## src/rtl/multicycle_controller_pkg.sv

```systemverilog
// Shared types and encodings for the multicycle RISC-V controller:
// FSM states, ALU/immediate/result/source select codes and opcodes.
package multicycle_controller_pkg;

  typedef enum logic [3:0] {
    StFetch,
    StDecode,
    StMemAdr,
    StMemRead,
    StMemWb,
    StMemWrite,
    StExecR,
    StExecI,
    StAluWb,
    StBranch,
    StJal,
    StJalr1,
    StJalr2,
    StLui
  } state_e;

  // Coarse ALU request from the FSM; AluOpFunct defers to funct3/funct7b5.
  typedef enum logic [1:0] {
    AluOpAdd,
    AluOpSub,
    AluOpFunct
  } alu_op_e;

  localparam logic [2:0] ImmI = 3'b000;
  localparam logic [2:0] ImmS = 3'b001;
  localparam logic [2:0] ImmB = 3'b010;
  localparam logic [2:0] ImmU = 3'b011;
  localparam logic [2:0] ImmJ = 3'b100;

  localparam logic [2:0] AluAdd  = 3'b000;
  localparam logic [2:0] AluSub  = 3'b001;
  localparam logic [2:0] AluAnd  = 3'b010;
  localparam logic [2:0] AluOr   = 3'b011;
  localparam logic [2:0] AluXor  = 3'b100;
  localparam logic [2:0] AluSlt  = 3'b101;
  localparam logic [2:0] AluSltu = 3'b110;

  localparam logic [6:0] OpLoad   = 7'b0000011;
  localparam logic [6:0] OpStore  = 7'b0100011;
  localparam logic [6:0] OpR      = 7'b0110011;
  localparam logic [6:0] OpI      = 7'b0010011;
  localparam logic [6:0] OpBranch = 7'b1100011;
  localparam logic [6:0] OpJal    = 7'b1101111;
  localparam logic [6:0] OpJalr   = 7'b1100111;
  localparam logic [6:0] OpLui    = 7'b0110111;

  localparam logic [1:0] ResAluOut    = 2'b00;
  localparam logic [1:0] ResData      = 2'b01;
  localparam logic [1:0] ResAluResult = 2'b10;
  localparam logic [1:0] ResImm       = 2'b11;

  localparam logic [1:0] SrcAPc    = 2'b00;
  localparam logic [1:0] SrcAOldPc = 2'b01;
  localparam logic [1:0] SrcARs1   = 2'b10;

  localparam logic [1:0] SrcBRs2  = 2'b00;
  localparam logic [1:0] SrcBImm  = 2'b01;
  localparam logic [1:0] SrcBFour = 2'b10;

endpackage

```

## src/rtl/multicycle_controller_if.sv

```systemverilog
// Controller <-> datapath bundle: instruction fields and ALU flags in,
// write enables and mux selects out.
interface multicycle_controller_if;
  logic [6:0] op;
  logic [2:0] funct3;
  logic       funct7b5;
  logic       zero;
  logic       lt;
  logic       PCWrite;
  logic       IRWrite;
  logic       RegWrite;
  logic       MemWrite;
  logic       AdrSrc;
  logic [1:0] ALUSrcA;
  logic [1:0] ALUSrcB;
  logic [1:0] ResultSrc;
  logic [2:0] ALUControl;
  logic [2:0] ImmSrc;

  modport master (
    input  op, funct3, funct7b5, zero, lt,
    output PCWrite, IRWrite, RegWrite, MemWrite, AdrSrc,
    output ALUSrcA, ALUSrcB, ResultSrc, ALUControl, ImmSrc
  );

  modport slave (
    output op, funct3, funct7b5, zero, lt,
    input  PCWrite, IRWrite, RegWrite, MemWrite, AdrSrc,
    input  ALUSrcA, ALUSrcB, ResultSrc, ALUControl, ImmSrc
  );
endinterface

```

## src/rtl/multicycle_controller_alu_decoder.sv

```systemverilog
// Combinational ALU decoder: maps the FSM's coarse ALU request plus funct
// fields onto the ALUControl encoding.
module alu_decoder
  import multicycle_controller_pkg::*;
(
  input  alu_op_e    alu_op,
  input  logic [2:0] funct3,
  input  logic       sub_en,
  output logic [2:0] alu_control
);

  always_comb begin
    alu_control = AluAdd;
    unique case (alu_op)
      AluOpAdd: alu_control = AluAdd;
      AluOpSub: alu_control = AluSub;
      AluOpFunct: begin
        case (funct3)
          3'b000:  alu_control = sub_en ? AluSub : AluAdd;
          3'b111:  alu_control = AluAnd;
          3'b110:  alu_control = AluOr;
          3'b100:  alu_control = AluXor;
          3'b010:  alu_control = AluSlt;
          3'b011:  alu_control = AluSltu;
          default: alu_control = AluAdd;
        endcase
      end
      default: alu_control = AluAdd;
    endcase
  end

endmodule

```

## src/rtl/multicycle_controller.sv

```systemverilog
// Moore-style main FSM of a multicycle RV32I core; drives datapath enables
// and selects, with all outputs held low while reset is asserted.
module multicycle_controller
  import multicycle_controller_pkg::*;
(
  input logic                     clk,
  input logic                     rst,
  multicycle_controller_if.master bus
);

  state_e     state_q, state_d;
  alu_op_e    alu_op;
  logic [2:0] alu_control;
  logic       branch_taken;
  logic       pc_write, ir_write, reg_write, mem_write, adr_src;
  logic [1:0] src_a, src_b, result_src;
  logic [2:0] imm_src;

  always_ff @(posedge clk) begin
    if (rst) begin
      state_q <= StFetch;
    end else begin
      state_q <= state_d;
    end
  end

  always_comb begin
    state_d = StFetch;
    unique case (state_q)
      StFetch: state_d = StDecode;
      StDecode: begin
        case (bus.op)
          OpLoad, OpStore: state_d = StMemAdr;
          OpR:             state_d = StExecR;
          OpI:             state_d = StExecI;
          OpBranch:        state_d = StBranch;
          OpJal:           state_d = StJal;
          OpJalr:          state_d = StJalr1;
          OpLui:           state_d = StLui;
          default:         state_d = StFetch;
        endcase
      end
      StMemAdr:   state_d = (bus.op == OpStore) ? StMemWrite : StMemRead;
      StMemRead:  state_d = StMemWb;
      StExecR:    state_d = StAluWb;
      StExecI:    state_d = StAluWb;
      StJal:      state_d = StAluWb;
      StJalr1:    state_d = StJalr2;
      StJalr2:    state_d = StAluWb;
      default:    state_d = StFetch;
    endcase
  end

  always_comb begin
    case (bus.funct3)
      3'b000:  branch_taken = bus.zero;
      3'b001:  branch_taken = !bus.zero;
      3'b100:  branch_taken = bus.lt;
      3'b101:  branch_taken = !bus.lt;
      default: branch_taken = 1'b0;
    endcase
  end

  always_comb begin
    pc_write   = 1'b0;
    ir_write   = 1'b0;
    reg_write  = 1'b0;
    mem_write  = 1'b0;
    adr_src    = 1'b0;
    src_a      = SrcAPc;
    src_b      = SrcBRs2;
    result_src = ResAluOut;
    imm_src    = ImmI;
    alu_op     = AluOpAdd;
    unique case (state_q)
      StFetch: begin
        ir_write   = 1'b1;
        pc_write   = 1'b1;
        src_b      = SrcBFour;
        result_src = ResAluResult;
      end
      StDecode: begin
        src_a   = SrcAOldPc;
        src_b   = SrcBImm;
        imm_src = (bus.op == OpJal) ? ImmJ : ImmB;
      end
      StMemAdr: begin
        src_a   = SrcARs1;
        src_b   = SrcBImm;
        imm_src = (bus.op == OpStore) ? ImmS : ImmI;
      end
      StMemRead: adr_src = 1'b1;
      StMemWb: begin
        result_src = ResData;
        reg_write  = 1'b1;
      end
      StMemWrite: begin
        adr_src   = 1'b1;
        mem_write = 1'b1;
      end
      StExecR: begin
        src_a  = SrcARs1;
        alu_op = AluOpFunct;
      end
      StExecI: begin
        src_a  = SrcARs1;
        src_b  = SrcBImm;
        alu_op = AluOpFunct;
      end
      StAluWb: reg_write = 1'b1;
      StBranch: begin
        src_a    = SrcARs1;
        alu_op   = AluOpSub;
        pc_write = branch_taken;
      end
      StJal, StJalr2: begin
        src_a    = SrcAOldPc;
        src_b    = SrcBFour;
        pc_write = 1'b1;
      end
      StJalr1: begin
        src_a = SrcARs1;
        src_b = SrcBImm;
      end
      StLui: begin
        imm_src    = ImmU;
        result_src = ResImm;
        reg_write  = 1'b1;
      end
      default: ;
    endcase
  end

  // funct7b5 selects subtract only for register-register ops, never addi.
  alu_decoder u_alu_decoder (
    .alu_op      (alu_op),
    .funct3      (bus.funct3),
    .sub_en      (bus.funct7b5 && (state_q == StExecR)),
    .alu_control (alu_control)
  );

  assign bus.PCWrite    = !rst && pc_write;
  assign bus.IRWrite    = !rst && ir_write;
  assign bus.RegWrite   = !rst && reg_write;
  assign bus.MemWrite   = !rst && mem_write;
  assign bus.AdrSrc     = !rst && adr_src;
  assign bus.ALUSrcA    = rst ? 2'b00 : src_a;
  assign bus.ALUSrcB    = rst ? 2'b00 : src_b;
  assign bus.ResultSrc  = rst ? 2'b00 : result_src;
  assign bus.ALUControl = rst ? 3'b000 : alu_control;
  assign bus.ImmSrc     = rst ? 3'b000 : imm_src;

endmodule
```

## src/flat_wrapper.sv

```systemverilog
// flat-port wrapper written by rule: the top's interface ports become plain ports
module multicycle_controller_flat import multicycle_controller_pkg::*;
  (clk, rst, bus_op, bus_funct3, bus_funct7b5, bus_zero, bus_lt, bus_PCWrite, bus_IRWrite, bus_RegWrite, bus_MemWrite, bus_AdrSrc, bus_ALUSrcA, bus_ALUSrcB, bus_ResultSrc, bus_ALUControl, bus_ImmSrc);
  multicycle_controller_if bus_i ();
  input logic clk;
  input logic rst;
  input wire logic [$bits(bus_i.op)-1:0] bus_op;
  input wire logic [$bits(bus_i.funct3)-1:0] bus_funct3;
  input wire logic [$bits(bus_i.funct7b5)-1:0] bus_funct7b5;
  input wire logic [$bits(bus_i.zero)-1:0] bus_zero;
  input wire logic [$bits(bus_i.lt)-1:0] bus_lt;
  output wire logic [$bits(bus_i.PCWrite)-1:0] bus_PCWrite;
  output wire logic [$bits(bus_i.IRWrite)-1:0] bus_IRWrite;
  output wire logic [$bits(bus_i.RegWrite)-1:0] bus_RegWrite;
  output wire logic [$bits(bus_i.MemWrite)-1:0] bus_MemWrite;
  output wire logic [$bits(bus_i.AdrSrc)-1:0] bus_AdrSrc;
  output wire logic [$bits(bus_i.ALUSrcA)-1:0] bus_ALUSrcA;
  output wire logic [$bits(bus_i.ALUSrcB)-1:0] bus_ALUSrcB;
  output wire logic [$bits(bus_i.ResultSrc)-1:0] bus_ResultSrc;
  output wire logic [$bits(bus_i.ALUControl)-1:0] bus_ALUControl;
  output wire logic [$bits(bus_i.ImmSrc)-1:0] bus_ImmSrc;
  assign bus_i.op = bus_op;
  assign bus_i.funct3 = bus_funct3;
  assign bus_i.funct7b5 = bus_funct7b5;
  assign bus_i.zero = bus_zero;
  assign bus_i.lt = bus_lt;
  assign bus_PCWrite = bus_i.PCWrite;
  assign bus_IRWrite = bus_i.IRWrite;
  assign bus_RegWrite = bus_i.RegWrite;
  assign bus_MemWrite = bus_i.MemWrite;
  assign bus_AdrSrc = bus_i.AdrSrc;
  assign bus_ALUSrcA = bus_i.ALUSrcA;
  assign bus_ALUSrcB = bus_i.ALUSrcB;
  assign bus_ResultSrc = bus_i.ResultSrc;
  assign bus_ALUControl = bus_i.ALUControl;
  assign bus_ImmSrc = bus_i.ImmSrc;
  multicycle_controller u_core (.clk(clk), .rst(rst), .bus(bus_i));
endmodule
```

## config.mk

```make
export PLATFORM = sky130hd
export DESIGN_NAME = multicycle_controller_flat
export DESIGN_NICKNAME = d
export VERILOG_FILES = /design/src/rtl/multicycle_controller_pkg.sv /design/src/rtl/multicycle_controller_if.sv /design/src/rtl/multicycle_controller_alu_decoder.sv /design/src/rtl/multicycle_controller.sv /design/src/flat_wrapper.sv
export SDC_FILE = /design/constraint.sdc
export NUM_CORES = 1
export LEC_CHECK = 0
export CAP_MARGIN = 20
export CELL_PAD_IN_SITES_DETAIL_PLACEMENT = 1
export CELL_PAD_IN_SITES_GLOBAL_PLACEMENT = 1
export CORE_MARGIN = 8
export CORE_UTILIZATION = 25
export CTS_CLUSTER_SIZE = 30
export DETAILED_ROUTE_END_ITERATION = 10
export PLACE_DENSITY_LB_ADDON = 0.1
export RECOVER_POWER = 50
export SYNTH_ARGS = -nofsm -noshare
export SYNTH_HDL_FRONTEND = slang
export SYNTH_SLANG_ARGS = --single-unit
```

## constraint.sdc

```tcl
create_clock -name clk -period 2.55 [get_ports clk]
set_input_delay 0.255 -clock clk [delete_from_list [all_inputs] [get_ports clk]]
set_output_delay 0.255 -clock clk [all_outputs]
set_load 0.01 [all_outputs]
```

==> metrics.txt, run 1 <==
Seq/Total Area, Yosys 9.48%; setup TNS 0 ns; total number of vias 976; clock sink count 4; largest net degree at the start of global routing 23; Setup Skew 0.00681 ns; Remaining Overflow, GRT 0; XOR/XNOR Fraction of Synth Area 6.22%; Inserted Clock Buffers 3; most frequent cells in the layout clkdlybuf4s50_1, nand2_1, nor2_1, a21oi_1, buf_4; routability cong. 0.741; die width 74.1 um; initial DRC count 57; vias in the first global route 1009; Clock transition at path regs 0.04 ns; Crit-path slowest cell clkdlybuf4s50_1; non-filler instance count after layout 190; crit path kind reg2out; drt pass-1 iters 4; NumNets Final 163; gr usage total 11.5%; first-pass GRT wire length 5060 um; Max Cap Viol 0; synthesized flop and latch total 4; Max FO, Critical Path 20; worst path cell trace buf_6 > nand2b_1 > or4_4 > o32ai_2 > clkdlybuf4s50_1; clock latency at the later pin of the worst-skew pair 0.24 ns; ant diodes 0; area grow syn2layout 46.4%; Post-Synth Simple-Gate Area 47.3%; largest family of logic cells by synthesized area simple AND/OR/NAND/NOR gates; Tightest Pin Transition 0.369 ns; Power Density 222 mW/mm^2; dpl hpwl 2300 um; Setup Viol. Count Final 0; Critical Path RT 2.30 ns; Die Y 74.1 um; RSZ-0062 raised after global routing no; antenna violations before repair 0; drc violations 0; Rel. slew slack 75.4%; fmax 412 MHz; DR vias/cell 5.14; Synth Area in Compound Gates 19.3%; area share of fa/ha/maj cells after synthesis 2.96%; data arrival time of the worst path 2.17 ns; Synth Instances 112; final period utilization 95.3%; Setup crit end kind output pin; Port Buffer Count 31; die area 0.00549 sq mm; placed cells 187; routed length per placed instance 15.5 um; synthesis warning total 0; H-tree depth 1; HP Class reg2reg; # IOs 32; CTS Hold Bufs 0; clk root buf clkbuf_4; Row Count 21; biggest regs u_core.state_q: 4 flops; Hold Violations, Final 0; mux cell area share after synthesis 3.70%; leakage power 0.461 nW; syn avg cell area 7.54 sq um; Biggest register u_core.state_q; max FFs per register 4; wirelength, routed 2950 um; Mapped Nets 129; share of cells above drive strength 1 16.0%; outcome completed; Longest Clk Path Bufs 2; CTS tree yes; Mapped Area 845 sq um; DRT antenna net count 0; Crit path largest cell delay 0.58 ns; count of cell types in the netlist 45; max-slew violations 0; Final Critical Period 2.43 ns; FILL cells 410; core area 0.00328 sq mm; commonest non-fill, non-tap cell in the layout clkdlybuf4s50_1; Worst setup SP type flip-flop; Initial Util 25.7%; VDD IR max 0.117 mV
==> through the flow <==
stage | area (sq um) | total power [mW] | util, % | hold slack (ns) | setup slack, ns
6_report | 1240 | 0.274 | 37.6 | 0.672 | 0.120
5_1_grt | 1240 | 0.297 | 37.6 | 0.719 | 0.00110
4_1_cts | 1230 | 0.278 | 37.4 | 0.717 | 0.0371
3_5_place_dp | 1200 | 0.195 | 36.7 | 0.700 | 0.110
3_3_place_gp | 1200 | 0.193 | 36.7 | 0.707 | 0.170
2_1_floorplan | 845 | 0.131 | - | 0.373 | 0.542
==> cells by family (layout without fill, tap and decap cells) <==
kind of cell    count (synthesis)  count (layout)
compound gates                 22              22
mux                             3               3
flops                           4               4
fa+ha+maj                       2               2
xor+xnor                        6               6
buf+inv                        16              48
simple gates                   59              59
==> timing repair <==
action / CTS / global route
resized for setup: 0 / 3
setup endpoints to repair: 0 / 3
buffers inserted: 0 / 0
==> power by group <==
part           leakage, nW  total (mW)  switching, mW  internal (mW)
Clock               0.0138      0.0799         0.0272         0.0527
Sequential          0.0326      0.0663        0.00160         0.0647
Combinational        0.414       0.128         0.0615         0.0661
==> area by class of cell <==
type                       instances  area, sq um  share of cell area, %
inverter                           5         18.8                   1.52
tap                               46         57.6                   4.66
timing repair buffer              40          382                   30.9
clock buffer                       3         22.5                   1.82
multi-input combinational         92          676                   54.7
sequential                         4         80.1                   6.48
==> worst paths after layout <==
kind                                     start                           end  slack (ns)  depth (start not counted)
hold / removal    u_core.state_q[0]$_SDFF_PP0_  u_core.state_q[0]$_SDFF_PP0_        0.67                          2
setup reg to reg  u_core.state_q[2]$_SDFF_PP0_  u_core.state_q[0]$_SDFF_PP0_        1.24                          4
setup / recovery  u_core.state_q[0]$_SDFF_PP0_                   bus_PCWrite        0.12                          5
hold reg to reg   u_core.state_q[0]$_SDFF_PP0_  u_core.state_q[0]$_SDFF_PP0_        0.67                          2
==> cells in the mapped netlist (all sizes together) <==
library cell	n	area [sq um]
buf	10	71.3
a21oi	8	40.0
nand2	8	30.0
nor2	8	30.0
nor3	7	46.3
inv	5	18.8
nor4b	5	50.0
dfxtp	4	80.1
nor4bb	4	40.0
o32ai	4	42.6
xnor2	4	35.0
and3b	3	26.3
nand2b	3	18.8
nand3b	3	22.5
nand4	3	25.0
nor2b	3	18.8
nor3b	3	27.5
a31oi	2	12.5
and2	2	12.5
ha	2	25.0
mux2i	2	20.0
o21ai	2	10.0
xor2	2	17.5
a2111oi	1	15.0
a211oi	1	7.51
a21o	1	7.51
a311oi	1	8.76
a41o	1	10.0
and3	1	6.26
clkbuf	1	3.75
mux2	1	11.3
nand3	1	5.00
o2111ai	1	8.76
or2	1	6.26
or2b	1	7.51
or3	1	6.26
or3b	1	8.76
or4	1	11.3
==> routing by layer <==
metal,vias to the layer above,wire length [um],GRT usage (%)
met5,-,0,0
li1,481,-,-
met1,472,1350,14.7
met2,23,1440,18.8
met3,0,155,3.23
met4,0,0,2.00
==> critical path, delay by kind of cell (launching register included) <==
kind	cells	cell delay (ns)
buffers and inverters	2	0.79
flip-flops	1	0.34
AND/OR/NAND/NOR	2	0.69
AO/OA/AOI/OAI	1	0.10
Power figures use the tool's default switching activity.
==> run 2: changes to the inputs <==
--- a/config.mk
+++ b/config.mk
@@ -12,7 +12,7 @@
 export CORE_UTILIZATION = 25
 export CTS_CLUSTER_SIZE = 30
 export DETAILED_ROUTE_END_ITERATION = 10
-export PLACE_DENSITY_LB_ADDON = 0.1
+export PLACE_DENSITY = 0.79
 export RECOVER_POWER = 50
 export SYNTH_ARGS = -nofsm -noshare
 export SYNTH_HDL_FRONTEND = slang
==> constraint.sdc (replaced) <==
create_clock -name clk -period 2.4 [get_ports clk]
set_input_delay 0.24 -clock clk [delete_from_list [all_inputs] [get_ports clk]]
set_output_delay 0.24 -clock clk [all_outputs]
set_load 0.01 [all_outputs]
==> run 2 against run 1 <==
  * First-iteration DRC count fell by 53%
  * Final cell count rose by 4.7%
  * Power rose by 12%
  * Largest power group unchanged
  * Flip-flop and latch count did not move
  * Wire length rose by 8.1%
  * Clock power rose by 21%
  * Setup slack improved by 0.010 ns
  * Design area rose by 4.3%
  * Combinational power rose by 9%
  * Largest cell class unchanged
  * Critical path depth rose by 1
  * Die area did not move
==> metrics.txt, run 2 (synthesis gave the netlist of run 1 again) <==
outcome completed; Final Critical Period 2.27 ns; VDD IR max 0.102 mV (-13%); non-filler instance count after layout 199 (+4.7%); vias in the first global route 1138 (+13%); Multi-input gate area 671 sq um (-0.74%); met1 global-route usage 13.9% (-0.79 points); drc violations 0 (unchanged); FILL cells 422 (+2.9%); met2 usage 20.9% (+2.1 points); CTS Hold Bufs 0 (unchanged); Max FO, Critical Path 15 (-25%); Gate power share 45.8% (-0.8 points); clk root buf clkbuf_4; clock sink count 4 (unchanged); Crit path largest cell delay 0.59 ns (about the same); NumNets Final 172 (+5.5%); Port Buffer Count 31 (unchanged); setup TNS 0 ns (unchanged); routability cong. 0.843 (+14%); crit path kind in2out; Remaining Overflow, GRT 0 (unchanged); RSZ-0062 raised after global routing no; max-slew violations 0 (unchanged); worst path cell trace clkdlybuf4s50_1 > buf_4 > nor3_4 > nand2_1 > o21ai_0 > clkdlybuf4s50_1; antenna violations before repair 0 (unchanged); commonest non-fill, non-tap cell in the layout clkdlybuf4s50_1; Clock transition at path regs 0.05 ns (about the same); CP most frequent cell clkdlybuf4s50_1; Biggest register u_core.state_q; most frequent cells in the layout clkdlybuf4s50_1, buf_4, nand2_1, nor2_1, a21oi_1; biggest regs u_core.state_q: 4 flops; Hold Violations, Final 0 (unchanged); gr usage total 12.3% (+0.71 points); P_int 0.198 mW (+7.6%); Max Cap Viol 0 (unchanged); first-pass GRT wire length 5370 um (+6.0%); Crit-path slowest cell clkdlybuf4s50_1; drt pass-1 iters 4 (unchanged); NetSw 0.109 mW (+21%); DR vias/cell 5.04 (-1.9%); total number of vias 1003 (+2.8%); HP Class reg2reg; switch share 35.6% (+2.7 points); Tightest Pin Transition 0.310 ns (-0.0589 ns); wirelength, routed 3180 um (+8.1%); final period utilization 94.6%; share of cells above drive strength 1 20.3% (+4.3 points); met3 global-route usage 4.45% (+1.2 points); CTS tree yes; Power Density 238 mW/mm^2 (+7.5%); routed length per placed instance 16.0 um (+3.2%); Clk pwr share 31.4% (+2.2 points); die width 74.1 um (unchanged); Critical Path RT 2.16 ns (-0.14 ns); Row Count 21 (unchanged); die area 0.00549 sq mm (unchanged); dpl hpwl 2510 um (+9.4%); Initial Util 25.7% (unchanged); area grow syn2layout 52.6%; max FFs per register 4 (unchanged); fmax 441 MHz; data arrival time of the worst path 2.03 ns (-0.14 ns); Inserted Clock Buffers 3 (unchanged); Longest Clk Path Bufs 2 (unchanged); leakage power 0.518 nW (+12%); ant diodes 0 (unchanged); WHS 0.693 ns (+0.0205 ns); postcts setup bufs 0 (unchanged); Setup Skew 0.00562 ns (-0.00119 ns); Setup Viol. Count Final 0 (unchanged); register area 81.3 sq um (+1.6%); Rel. slew slack 79.2% (+3.8 points); core area 0.00328 sq mm (unchanged); Most Crowded Layer GR met2; largest net degree at the start of global routing 23 (unchanged); H-tree depth 1 (unchanged); DRT antenna net count 0 (unchanged); Worst setup SP type input pin; total chip power 0.307 mW (+12%); Resized cells post-CTS 4 (+4); fraction of power consumed by sequential logic 22.8% (-1.4 points); clock latency at the later pin of the worst-skew pair 0.25 ns (about the same); Setup crit end kind output pin; placed cells 196 (+4.8%); Die Y 74.1 um (unchanged); # IOs 32 (unchanged); initial DRC count 27 (-53%)
run 2: final timing paths:
| check | startpoint | endpoint | slack, ns | depth (start not counted) |
|---|---|---|---|---|
| min | u_core.state_q[0]$_SDFF_PP0_ | u_core.state_q[0]$_SDFF_PP0_ | 0.69 | 2 |
| max | rst | bus_ALUSrcB[0] | 0.13 | 6 |
| max reg2reg | u_core.state_q[2]$_SDFF_PP0_ | u_core.state_q[3]$_SDFF_PP0_ | 1.10 | 4 |
| min reg2reg | u_core.state_q[0]$_SDFF_PP0_ | u_core.state_q[0]$_SDFF_PP0_ | 0.69 | 2 |
run 2: layout make-up:
| cell class | instances | area share [%] |
|---|---|---|
| clock buffers | 3 | 1.75 |
| inverters | 5 | 1.46 |
| multi-input cells | 92 | 52.0 |
| flip-flops and latches | 4 | 6.31 |
| well taps | 46 | 4.47 |
| repair buffers | 49 | 34.0 |
run 2: power by group through the flow:
stage | sequential, mW | clock [mW] | combinational (mW)
after floorplan | 0.0710 | 0 | 0.0682
after global placement | 0.0709 | 0 | 0.139
after detailed placement | 0.0711 | 0 | 0.144
after CTS | 0.0700 | 0.0958 | 0.143
after global routing | 0.0703 | 0.0988 | 0.154
final | 0.0701 | 0.0964 | 0.140
run 2: metrics by stage:
step | cell area, sq um | util, % | setup WS, ns
2_1_floorplan | 845 | - | 0.407
3_3_place_gp | 1270 | 38.7 | 0.138
3_5_place_dp | 1270 | 38.7 | 0.131
4_1_cts | 1290 | 39.3 | 0.0339
5_1_grt | 1290 | 39.2 | 0.0310
6_report | 1290 | 39.2 | 0.130
run 2: layer usage:
layer	share of wire [%]	up-vias
met3	7.6	4
met4	0.97	0
li1	-	497
met1	44	469
met2	48	33
met5	0	-
run 2: worst max-delay path, delay by kind of cell:
kind                   cells  cell delay, ns
buffers and inverters      3            1.35
AND/OR/NAND/NOR            2            0.31
AO/OA/AOI/OAI              1            0.12
==> run 3: changes to the inputs <==
--- a/config.mk
+++ b/config.mk
@@ -10,7 +10,7 @@
 export CELL_PAD_IN_SITES_GLOBAL_PLACEMENT = 1
 export CORE_MARGIN = 8
 export CORE_UTILIZATION = 25
-export CTS_CLUSTER_SIZE = 30
+export CTS_CLUSTER_SIZE = 40
 export DETAILED_ROUTE_END_ITERATION = 10
 export PLACE_DENSITY = 0.79
 export RECOVER_POWER = 50
==> results of run 3 <==
The final DEF is identical to that of run 2; final timing and power are the same.
